===== src/rtl/uart_ip_pkg.sv =====
// Shared types and helpers for the UART core.
// Latency: n/a (types, constants and a combinational helper only).
// Backpressure: n/a.
package uart_ip_pkg;

  typedef enum logic [2:0] {RX_IDLE, RX_START, RX_DATA, RX_PARITY, RX_STOP} rx_state_t;
  typedef enum logic [2:0] {TX_IDLE, TX_START, TX_DATA, TX_PARITY, TX_STOP} tx_state_t;

  localparam logic [7:0] CRC8_POLY = 8'h07;

  // Parity bit for a word; zero-extension does not change the XOR, so any
  // word up to 32 bits can be passed in.
  function automatic logic calc_parity(input logic [31:0] data, input logic even);
    return even ? ^data : ~^data;
  endfunction

endpackage


===== src/rtl/uart_ip_tx.sv =====
// UART transmitter: serialises a latched word (start, data LSB first, optional parity, stop).
// Latency: first TX bit one cycle after the first CTS=1 cycle following the latch; each bit lasts BAUD_TICKS.
// Backpressure: a request is held while CTS=0; tx_start is ignored while tx_busy=1; CTS never cuts a frame.
module uart_ip_tx
  import uart_ip_pkg::*;
#(
  parameter int UART_SIZE     = 8,
  parameter int BAUD_TICKS    = 1085,
  parameter int PARITY_ENABLE = 0,
  parameter int PARITY_TYPE   = 0
) (
  input  logic                 clk,
  input  logic                 reset,
  input  logic [UART_SIZE-1:0] tx_data,
  input  logic                 tx_start,
  input  logic                 cts,
  output logic                 tx,
  output logic                 tx_busy
);

  localparam int CW = $clog2(BAUD_TICKS + 1);
  localparam int BW = $clog2(UART_SIZE + 1);

  tx_state_t            state, state_d;
  logic [CW-1:0]        cnt, cnt_d;
  logic [BW-1:0]        bit_idx, bit_d;
  logic [UART_SIZE-1:0] sh, sh_d;
  logic                 par, par_d;
  logic                 busy_d, tx_d;
  logic                 last;

  assign last = (cnt == CW'(BAUD_TICKS - 1));

  // State register
  always_ff @(posedge clk or negedge reset) begin
    if (!reset) state <= TX_IDLE;
    else        state <= state_d;
  end

  // Next state, bit timer and shift register; TX is derived from the next state so the pin is a flop
  always_comb begin
    state_d = state;
    cnt_d   = cnt + 1'b1;
    bit_d   = bit_idx;
    sh_d    = sh;
    par_d   = par;
    busy_d  = tx_busy;
    case (state)
      TX_IDLE: begin
        cnt_d = '0;
        if (!tx_busy && tx_start) begin
          sh_d   = tx_data;
          par_d  = calc_parity(32'(tx_data), PARITY_TYPE != 0);
          busy_d = 1'b1;
        end else if (tx_busy && cts) begin
          state_d = TX_START;
        end
      end
      TX_START: if (last) begin
        cnt_d   = '0;
        bit_d   = '0;
        state_d = TX_DATA;
      end
      TX_DATA: if (last) begin
        cnt_d = '0;
        sh_d  = sh >> 1;
        if (bit_idx == BW'(UART_SIZE - 1)) state_d = (PARITY_ENABLE != 0) ? TX_PARITY : TX_STOP;
        else                               bit_d   = bit_idx + 1'b1;
      end
      TX_PARITY: if (last) begin
        cnt_d   = '0;
        state_d = TX_STOP;
      end
      TX_STOP: if (last) begin
        cnt_d   = '0;
        busy_d  = 1'b0;
        state_d = TX_IDLE;
      end
      default: state_d = TX_IDLE;
    endcase
    case (state_d)
      TX_START:  tx_d = 1'b0;
      TX_DATA:   tx_d = sh_d[0];
      TX_PARITY: tx_d = par_d;
      default:   tx_d = 1'b1;
    endcase
  end

  // Datapath and registered line output
  always_ff @(posedge clk or negedge reset) begin
    if (!reset) begin
      cnt     <= '0;
      bit_idx <= '0;
      sh      <= '0;
      par     <= 1'b0;
      tx_busy <= 1'b0;
      tx      <= 1'b1;
    end else begin
      cnt     <= cnt_d;
      bit_idx <= bit_d;
      sh      <= sh_d;
      par     <= par_d;
      tx_busy <= busy_d;
      tx      <= tx_d;
    end
  end

endmodule


===== src/rtl/uart_ip.sv =====
// Full-duplex UART with RTS/CTS, optional parity and CRC-8 over received words. Macro UART_IP_RX_SYNC_EN adds a 2-flop RX synchronizer.
// Latency: done 9*BAUD_TICKS+SAMPLE_OFFSET+1 cycles after the start edge (+2 with UART_IP_RX_SYNC_EN), plus BAUD_TICKS with parity.
// Backpressure: RTS high only while the receiver is idle; transmit waits on CTS (see uart_ip_tx).
module uart_ip
  import uart_ip_pkg::*;
#(
  parameter int UART_SIZE     = 8,
  parameter int BAUD_RATE     = 115200,
  parameter int SYS_CLK_FREQ  = 125000000,
  parameter int SAMPLE_OFFSET = 180,
  parameter int PARITY_ENABLE = 0,
  parameter int PARITY_TYPE   = 0,
  parameter int CRC_ENABLE    = 0
) (
  input  logic                 clk,
  input  logic                 reset,
  input  logic                 RX,
  output logic                 TX,
  output logic                 RTS,
  input  logic                 CTS,
  output logic [UART_SIZE-1:0] rx_data,
  output logic                 done,
  output logic                 rx_parity_err,
  output logic                 rx_frame_err,
  output logic [7:0]           rx_crc,
  input  logic [UART_SIZE-1:0] tx_data,
  input  logic                 tx_start,
  output logic                 tx_busy
);

  localparam int BAUD_TICKS = SYS_CLK_FREQ / BAUD_RATE;
  localparam int CW = $clog2(BAUD_TICKS + 1);
  localparam int BW = $clog2(UART_SIZE + 1);

  logic rx_in, rx_prev;

`ifdef UART_IP_RX_SYNC_EN
  logic [1:0] rx_sync;
  // Two-flop synchronizer for the asynchronous RX pin
  always_ff @(posedge clk or negedge reset) begin
    if (!reset) rx_sync <= 2'b11;
    else        rx_sync <= {rx_sync[0], RX};
  end
  assign rx_in = rx_sync[1];
`else
  assign rx_in = RX;
`endif

  // CRC-8 of one word, fed MSB first
  function automatic logic [7:0] crc8_next(input logic [7:0] crc, input logic [UART_SIZE-1:0] d);
    logic [7:0] c;
    c = crc;
    for (int i = UART_SIZE - 1; i >= 0; i--) begin
      if (c[7] ^ d[i]) c = {c[6:0], 1'b0} ^ CRC8_POLY;
      else             c = {c[6:0], 1'b0};
    end
    return c;
  endfunction

  rx_state_t            rx_state, rx_state_d;
  logic [CW-1:0]        rx_cnt, rx_cnt_d;
  logic [BW-1:0]        rx_bit, rx_bit_d;
  logic [UART_SIZE-1:0] rx_sh, rx_sh_d;
  logic                 rx_par, rx_par_d;
  logic                 sample_now, load_d, perr_d, ferr_d;

  assign RTS = (rx_state == RX_IDLE);

  // RX state register
  always_ff @(posedge clk or negedge reset) begin
    if (!reset) rx_state <= RX_IDLE;
    else        rx_state <= rx_state_d;
  end

  // RX next state: the timer counts from the start edge to the first sample, then sample to sample
  always_comb begin
    rx_state_d = rx_state;
    rx_cnt_d   = rx_cnt + 1'b1;
    rx_bit_d   = rx_bit;
    rx_sh_d    = rx_sh;
    rx_par_d   = rx_par;
    load_d     = 1'b0;
    perr_d     = 1'b0;
    ferr_d     = 1'b0;
    sample_now = (rx_state == RX_START) ? (rx_cnt == CW'(SAMPLE_OFFSET))
                                        : (rx_cnt == CW'(BAUD_TICKS));
    case (rx_state)
      RX_IDLE: begin
        rx_cnt_d = CW'(1);
        if (rx_prev && !rx_in) rx_state_d = RX_START;
      end
      RX_START: if (sample_now) begin
        rx_cnt_d   = CW'(1);
        rx_bit_d   = '0;
        rx_state_d = rx_in ? RX_IDLE : RX_DATA;
      end
      RX_DATA: if (sample_now) begin
        rx_cnt_d = CW'(1);
        rx_sh_d  = {rx_in, rx_sh[UART_SIZE-1:1]};
        if (rx_bit == BW'(UART_SIZE - 1)) rx_state_d = (PARITY_ENABLE != 0) ? RX_PARITY : RX_STOP;
        else                              rx_bit_d   = rx_bit + 1'b1;
      end
      RX_PARITY: if (sample_now) begin
        rx_cnt_d   = CW'(1);
        rx_par_d   = rx_in;
        rx_state_d = RX_STOP;
      end
      RX_STOP: if (sample_now) begin
        rx_state_d = RX_IDLE;
        ferr_d     = !rx_in;
        perr_d     = (PARITY_ENABLE != 0) &&
                     (rx_par != calc_parity(32'(rx_sh), PARITY_TYPE != 0));
        load_d     = rx_in && !perr_d;
      end
      default: rx_state_d = RX_IDLE;
    endcase
  end

  // RX datapath, result pulses and running CRC
  always_ff @(posedge clk or negedge reset) begin
    if (!reset) begin
      rx_prev       <= 1'b1;
      rx_cnt        <= '0;
      rx_bit        <= '0;
      rx_sh         <= '0;
      rx_par        <= 1'b0;
      rx_data       <= '0;
      done          <= 1'b0;
      rx_parity_err <= 1'b0;
      rx_frame_err  <= 1'b0;
      rx_crc        <= 8'h00;
    end else begin
      rx_prev       <= rx_in;
      rx_cnt        <= rx_cnt_d;
      rx_bit        <= rx_bit_d;
      rx_sh         <= rx_sh_d;
      rx_par        <= rx_par_d;
      done          <= load_d;
      rx_parity_err <= perr_d;
      rx_frame_err  <= ferr_d;
      if (load_d) rx_data <= rx_sh;
      if (load_d && (CRC_ENABLE != 0)) rx_crc <= crc8_next(rx_crc, rx_sh);
    end
  end

  uart_ip_tx #(
    .UART_SIZE    (UART_SIZE),
    .BAUD_TICKS   (BAUD_TICKS),
    .PARITY_ENABLE(PARITY_ENABLE),
    .PARITY_TYPE  (PARITY_TYPE)
  ) u_tx (
    .clk     (clk),
    .reset   (reset),
    .tx_data (tx_data),
    .tx_start(tx_start),
    .cts     (CTS),
    .tx      (TX),
    .tx_busy (tx_busy)
  );

endmodule


===== config.mk =====
export PLATFORM = sky130hd
export DESIGN_NAME = uart_ip
export DESIGN_NICKNAME = d
export VERILOG_FILES = /design/src/rtl/uart_ip_pkg.sv /design/src/rtl/uart_ip_tx.sv /design/src/rtl/uart_ip.sv
export SDC_FILE = /design/constraint.sdc
export NUM_CORES = 1
export LEC_CHECK = 0
export CORE_MARGIN = 2
export CORE_UTILIZATION = 60
export CTS_CLUSTER_SIZE = 10
export DETAILED_ROUTE_END_ITERATION = 8
export GPL_TIMING_DRIVEN = 0
export PLACE_DENSITY = 0.84
export SYNTH_ARGS = -nofsm -noshare
export SYNTH_HDL_FRONTEND = slang
export SYNTH_SLANG_ARGS = --single-unit

===== constraint.sdc =====
create_clock -name clk -period 5.3 [get_ports clk]
set_input_delay 1.06 -clock clk [delete_from_list [all_inputs] [get_ports clk]]
set_output_delay 1.06 -clock clk [all_outputs]
set_load 0.01 [all_outputs]

# Yosys cells after proc, flatten, opt, wreduce, memory -nomap -nowiden
# Cells that the tools add are included.
[word_totals] register_bits=66 latch_bits=0 ramBits=0 rom_bits=0 out_inout_bits=22 elab_cells=110 memories=0
[op_classes] add_sub_neg=4 multipliers=0 n_div=0 magnitude_cmp=0 n_eq_ne=28 shifts=0 n_mux=42 bitwise=0 reduce_logical=20
[op_table] operator="one-hot mux 11 bit (2 select lines)" count=2
[op_table] operator="two-way mux 3 bit" count=13
[op_table] operator="XNOR reduction 32 bit" count=1
[op_table] operator="one-hot mux 3 bit (5 select lines)" count=2
[op_table] operator="two-way mux 4 bit" count=6
[op_table] operator="adder 11 x 1 -> 11 bit (second input constant)" count=2
[op_table] operator="equality test 11 bit (second input constant)" count=2
[op_table] operator="two-way mux 11 bit" count=2
[op_table] operator="equality test 3 x 2 -> 1 bit (second input constant)" count=6
[op_table] operator="two-way mux 8 bit" count=2
[op_table] operator="one-hot mux 4 bit (2 select lines)" count=2
[op_table] operator="one-hot mux 8 bit (2 select lines)" count=1
[op_table] operator="inequality test 2 bit (second input constant)" count=7
[op_table] operator="equality test 11 x 8 -> 1 bit (second input constant)" count=1
[op_table] operator="inequality test 2 x 1 -> 1 bit (second input constant)" count=5
[op_table] operator="equality test 3 x 1 -> 1 bit (second input constant)" count=3
[op_table] operator="two-way mux 1 bit" count=9
[op_table] operator="adder 4 x 1 -> 4 bit (second input constant)" count=2
[op_table] operator="equality test 4 x 3 -> 1 bit (second input constant)" count=2
[op_table] operator="AND reduction 4 bit" count=2
[op_table] operator="nonzero test 2 bit" count=4
[op_table] operator="equality test 3 bit (second input constant)" count=2
[op_table] operator="logical NOT 3 bit" count=2
[op_table] operator="AND reduction 3 bit" count=2
[op_table] operator="9 further kinds" count=12

# Longest topological paths before layout
[logic_depth] ltp_word=6 mapped_depth=8 mapped_depth_nobuf=7

# Modules after synthesis
# From an unflattened synthesis, not the netlist that was laid out.
[unflattened] hier_cells=304 area_unflattened_um2=3345.7
[by_module_without_submodules] mod="uart_ip" instances=1 cells_per_inst=157 area_each_um2=1799.2 seq_area_each_um2=927.1
[by_module_without_submodules] mod="uart_ip_tx" instances=1 cells_per_inst=147 area_each_um2=1546.5 seq_area_each_um2=726.9

# Least setup slack after synthesis
# No wires, ideal clock.
[synth_timing] path_type="input to register" from="in tx_start" to="reg u_tx.par" setup_ns=0.125 arrival_time_ns=2.067 required_time_ns=5.175 setup_slack_ns=3.108 path_stages=3 n_path_buf=1 cell_sequence="nor4bb_1 clkbuf_1 mux2_2"
[synth_via] elab_chain_cells=3
[synth_rtl] item="start: declaration" line_no="uart_ip.sv:27" rtl="input logic tx_start,"
[synth_rtl] item="logical AND 1 bit" line_no="uart_ip_tx.sv:51" rtl="if (!tx_busy && tx_start) begin"
[synth_rtl] item="two-way mux 1 bit" line_no="uart_ip_tx.sv:51"
[synth_rtl] item="two-way mux 1 bit" line_no="uart_ip_tx.sv:48" rtl="case (state)"
[synth_rtl] item="via u_tx.par_d" line_no="uart_ip_tx.sv:28" rtl="logic par, par_d;"
[synth_rtl] item="end signal: assignment" line_no="uart_ip_tx.sv:102" rtl="par <= par_d;"
[synth_rtl] item="end: declaration" line_no="uart_ip_tx.sv:28"
# The timed path passes the listed nets, and every way through them passes these cells.
# A chain may end at the register's enable or synchronous reset.

# Worst setup path after layout
[layout_timing] from="reg rx_state[1]" to="out RTS"
[layout_via] elab_chain_cells=1
[layout_rtl] item="start: declaration" line_no="uart_ip.sv:60" rtl="rx_state_t rx_state, rx_state_d;"
[layout_rtl] item="start signal: assignment" line_no="uart_ip.sv:72" rtl="else rx_state <= rx_state_d;"
[layout_rtl] item="logical NOT 3 bit" line_no="uart_ip.sv:67" rtl="assign RTS = (rx_state == RX_IDLE);"
[layout_rtl] item="end: declaration" line_no="uart_ip.sv:19" rtl="output logic RTS,"
# Every way passes these cells.

==> impl.org <==
** Drt
- Final routed wire length divided by cell count :: 13.5 um
- The pre-antenna-repair detailed-routing pass consisted of 4 iterations.
- For this block, the routed nets add up to around 5.7 mm of wire.
- Count of antenna-violating nets left after detailed routing :: 0
- Drt drc :: 0
- In this run, the number of DRC markers left after iteration 0 of detailed routing was 150.
- Mean number of vias per cell :: 5.47
- Vias :: ~2300

** STA
- Skew final :: just over 7 ps
- Max-slew violation count :: 0
- Shortest clock period the worst path allows after layout :: 2780 ps
- The total count of hold-check failures in the final report was 0.
- Timing would allow up to 360 MHz.
- Summed over all failing endpoints, the final setup total negative slack is 0 ps.
- Setup violations remaining at the end of the flow were counted as 0.
- Headroom to the max-slew limit came out at 0.431.
- Setup repair after global routing left no endpoint under its margin.
- For the pin with the worst max-slew slack, the measured transition is 848 ps.
- Final period utilization :: 0.525

** Synth
- The cell area that synthesis handed to floorplanning was around 0.0032 sq mm.
- Yosys printed 8 warnings.
- Syn avg cell area :: 10.5 sq um
- Sequential area share after synthesis :: 0.516
- Flop and latch count out of synthesis :: 66
- Flip-flop cell with the highest count after synthesis :: dfrtp_1
- Synth async-reset ratio :: 1.00
- Counting distinct cell types in the post-synthesis netlist gives 48.
- Synthesis produced a netlist whose cell count is 306.
- In this run, synthesis inferred 0 flip-flops with an integrated enable.

** Place
- Detailed placement ended at an HPWL of 4.02 mm.
- Final weighted congestion in routability-driven placement :: about 0.85
- Count of buffers from port buffering :: 25

** Setup path
- CP endpoint kind :: output pin
- Critical path's most frequent cell :: nor2_1
- Critical-path maximum fanout :: 6
- Category of the most critical setup path :: flop to output pin
- The worst setup path is launched from a flop.
- Library cell contributing the largest single delay on the critical path :: clkdlybuf4s50_1
- Data on the critical path is required at its endpoint by about 4200 ps.
- Data on the critical path arrives at its endpoint at 1720 ps.
- Worst stage delay on the critical path :: around 550 ps
- Critical Path, Cell by Cell :: nor2_1 -> inv_1 -> nor2_1 -> clkdlybuf4s50_1

** Final layout
- # nets final :: 368
- Number of antenna diodes :: 0
- Share of post-route cells with drive strength above 1 :: 0.161
- For this run, the share of the core covered by cells in the final layout is 0.733.
- The library cells used most frequently in the layout, excluding fill and tap cells, are dfrtp_1 (64), nor2_1 (38), nand2_1 (30).
- Leading cell type in the layout, fill and taps excluded :: dfrtp_1
- Area added between synthesis and finish :: 17.5%

** CTS
- For the worst-skew pair, the clock arrives at the later sink with an insertion delay of approximately 340 ps.
- In this run the post-CTS setup repair buffer count came out at 0.
- Buffer cell driving the clock tree root :: clkbuf_8
- Clock buffer count from CTS :: 9
- Number of resized instances in the post-cts repair step :: 0
- Number of buffers added to fix hold violations after cts :: 0
- Clock Path Buffers :: 2
- Register clock-pin slew on the reported worst setup and hold paths :: 70 ps
- Clock tree from TritonCTS :: yes
- CTS built an H-tree with a depth of 3.
- Clock Sink Count :: 66

** Die
- Number of standard-cell rows in the floorplan :: 26
- Chip Width :: 77.1 um
- Total die area :: 0.00595 sq mm
- Measured along the y axis, the die boundary spans 77.1 um.
- Number of top-level pins :: 35
- In this run the standard cell core region covers 0.00514 sq mm.
- Effective utilization at floorplan :: 0.624

** Global routing
- For this run the aggregate overflow at the end of global routing stands at 0.
- For met1 alone, demand over resource in global routing was 0.275.
- Met2 track demand over resource :: 0.354
- All-Layer GR Usage :: 0.214
- The global routing stage identified its most utilized layer as met2.
- In the global route stage, met3 resource usage came out at 0.0412.
- The number of antenna violations at the first check in global routing was 0.
- The first global-routing pass estimated 10.1 mm of wire.
- The via count of the first global-routing pass came to 2281.
- Largest net degree at the start of global routing :: 67

** Power
- For this design the static power due to leakage is 1.72 nW.
- Across the VDD grid, the largest voltage drop is around 0.18 mV.
- Power Density :: 254 mW/mm^2

** Flow run
- Max-cap viol count :: 0

** Status
- Result of the run :: complete, no violations

** Hold path
- Classification of the worst-slack hold path :: flop to flop
==> kinds of logic (layout without fill, tap and decap cells) <==
| group | after synthesis | after routing | share of synthesized area |
|---|---|---|---|
| AOI/OAI and AO/OA | 38 | 38 | 0.0769 |
| xor gates and xnor gates | 25 | 25 | 0.0683 |
| adders and majority gates | 5 | 5 | 0.0195 |
| buffers and inverters | 21 | 62 | 0.0367 |
| DFF | 66 | 66 | 0.516 |
| muxes | 19 | 19 | 0.0659 |
| other | 1 | 9 | 0.00117 |
| and+or+nand+nor | 131 | 131 | 0.216 |
==> stage by stage <==
step	hold slack [ps]	power [mW]	area (sq um)	instances	worst slack, ps
after detailed placement	467	0.552	3570	409	2350
final	484	0.958	3770	425	2520
after floorplan	446	0.531	3240	314	3110
after CTS	485	0.968	3770	425	2510
after global placement	461	0.552	3570	409	1070
after global routing	520	0.992	3770	425	2370
==> per-layer routing <==
metal	vias up	share of wire
met5	-	0
met3	12	0.039
li1	1145	-
met1	1113	0.45
met4	0	0.021
met2	55	0.49
==> final cells by class <==
class	count	area, sq um
fill	383	1370
inverter	5	18.8
clock buffer	11	141
sequential	66	1650
buffer	16	98.8
multi-input combinational	227	1470
tap	70	87.6
timing repair buffer	25	248
clock inverter	5	53.8
==> registers in the layout, summed over array words and instances, names as in the netlist, 3 cells and up <==
name,cells
rx_sh,8
u_tx.cnt,11
rx_state,3
u_tx.state,3
u_tx.sh,8
rx_cnt,11
rx_bit,4
u_tx.bit_idx,4
rx_data,8
==> path summary, 6_finish.rpt <==
check | start | to | slack (ps) | cells past startpoint
setup / recovery | rx_state[1]$_DFFE_PN0P_ | RTS | 2520 | 4
hold / removal | u_tx.sh[1]$_DFFE_PN0P_ | u_tx.sh[1]$_DFFE_PN0P_ | 480 | 2
setup reg to reg | u_tx.cnt[9]$_DFF_PN0_ | u_tx.cnt[4]$_DFF_PN0_ | 2820 | 6
hold reg to reg | u_tx.sh[1]$_DFFE_PN0P_ | u_tx.sh[1]$_DFFE_PN0P_ | 480 | 2
max in group asynchronous | reset | u_tx.bit_idx[0]$_DFFE_PN0P_ | 3970 | 1
min in group asynchronous | reset | u_tx.bit_idx[2]$_DFFE_PN0P_ | 790 | 1
==> cell usage after synthesis, types with 3 or more instances <==
| cell | instances | area [sq um] |
|---|---|---|
| clkbuf_1 | 5 | 18.8 |
| o21ai_0 | 14 | 70.1 |
| buf_4 | 10 | 75.1 |
| inv_1 | 5 | 18.8 |
| nand2b_1 | 8 | 50.1 |
| mux2_2 | 17 | 191 |
| a22oi_1 | 8 | 60.1 |
| dfrtp_1 | 64 | 1600 |
| ha_1 | 5 | 62.6 |
| nor3b_1 | 3 | 22.5 |
| nand3_1 | 14 | 70.1 |
| xor2_1 | 6 | 52.6 |
| nor3_1 | 6 | 30.0 |
| a21oi_1 | 6 | 30.0 |
| nor2_1 | 38 | 143 |
| nand4_1 | 4 | 25.0 |
| xnor2_1 | 19 | 166 |
| nand2_1 | 30 | 113 |
| nor2b_1 | 4 | 25.0 |
| nor4b_1 | 3 | 26.3 |
==> report_power, final <==
group          switching, mW  internal (mW)
clock                  0.188          0.228
combinational         0.0197         0.0179
sequential          0.000102          0.504
total                  0.208          0.751
==> critical path: cells and delay by family, from the launching register on <==
family / cells / cell delay (ps)
buffers and inverters: 2 / 650
and+or+nand+nor: 2 / 300
DFF: 1 / 430
(Power assumes the default switching activity.)
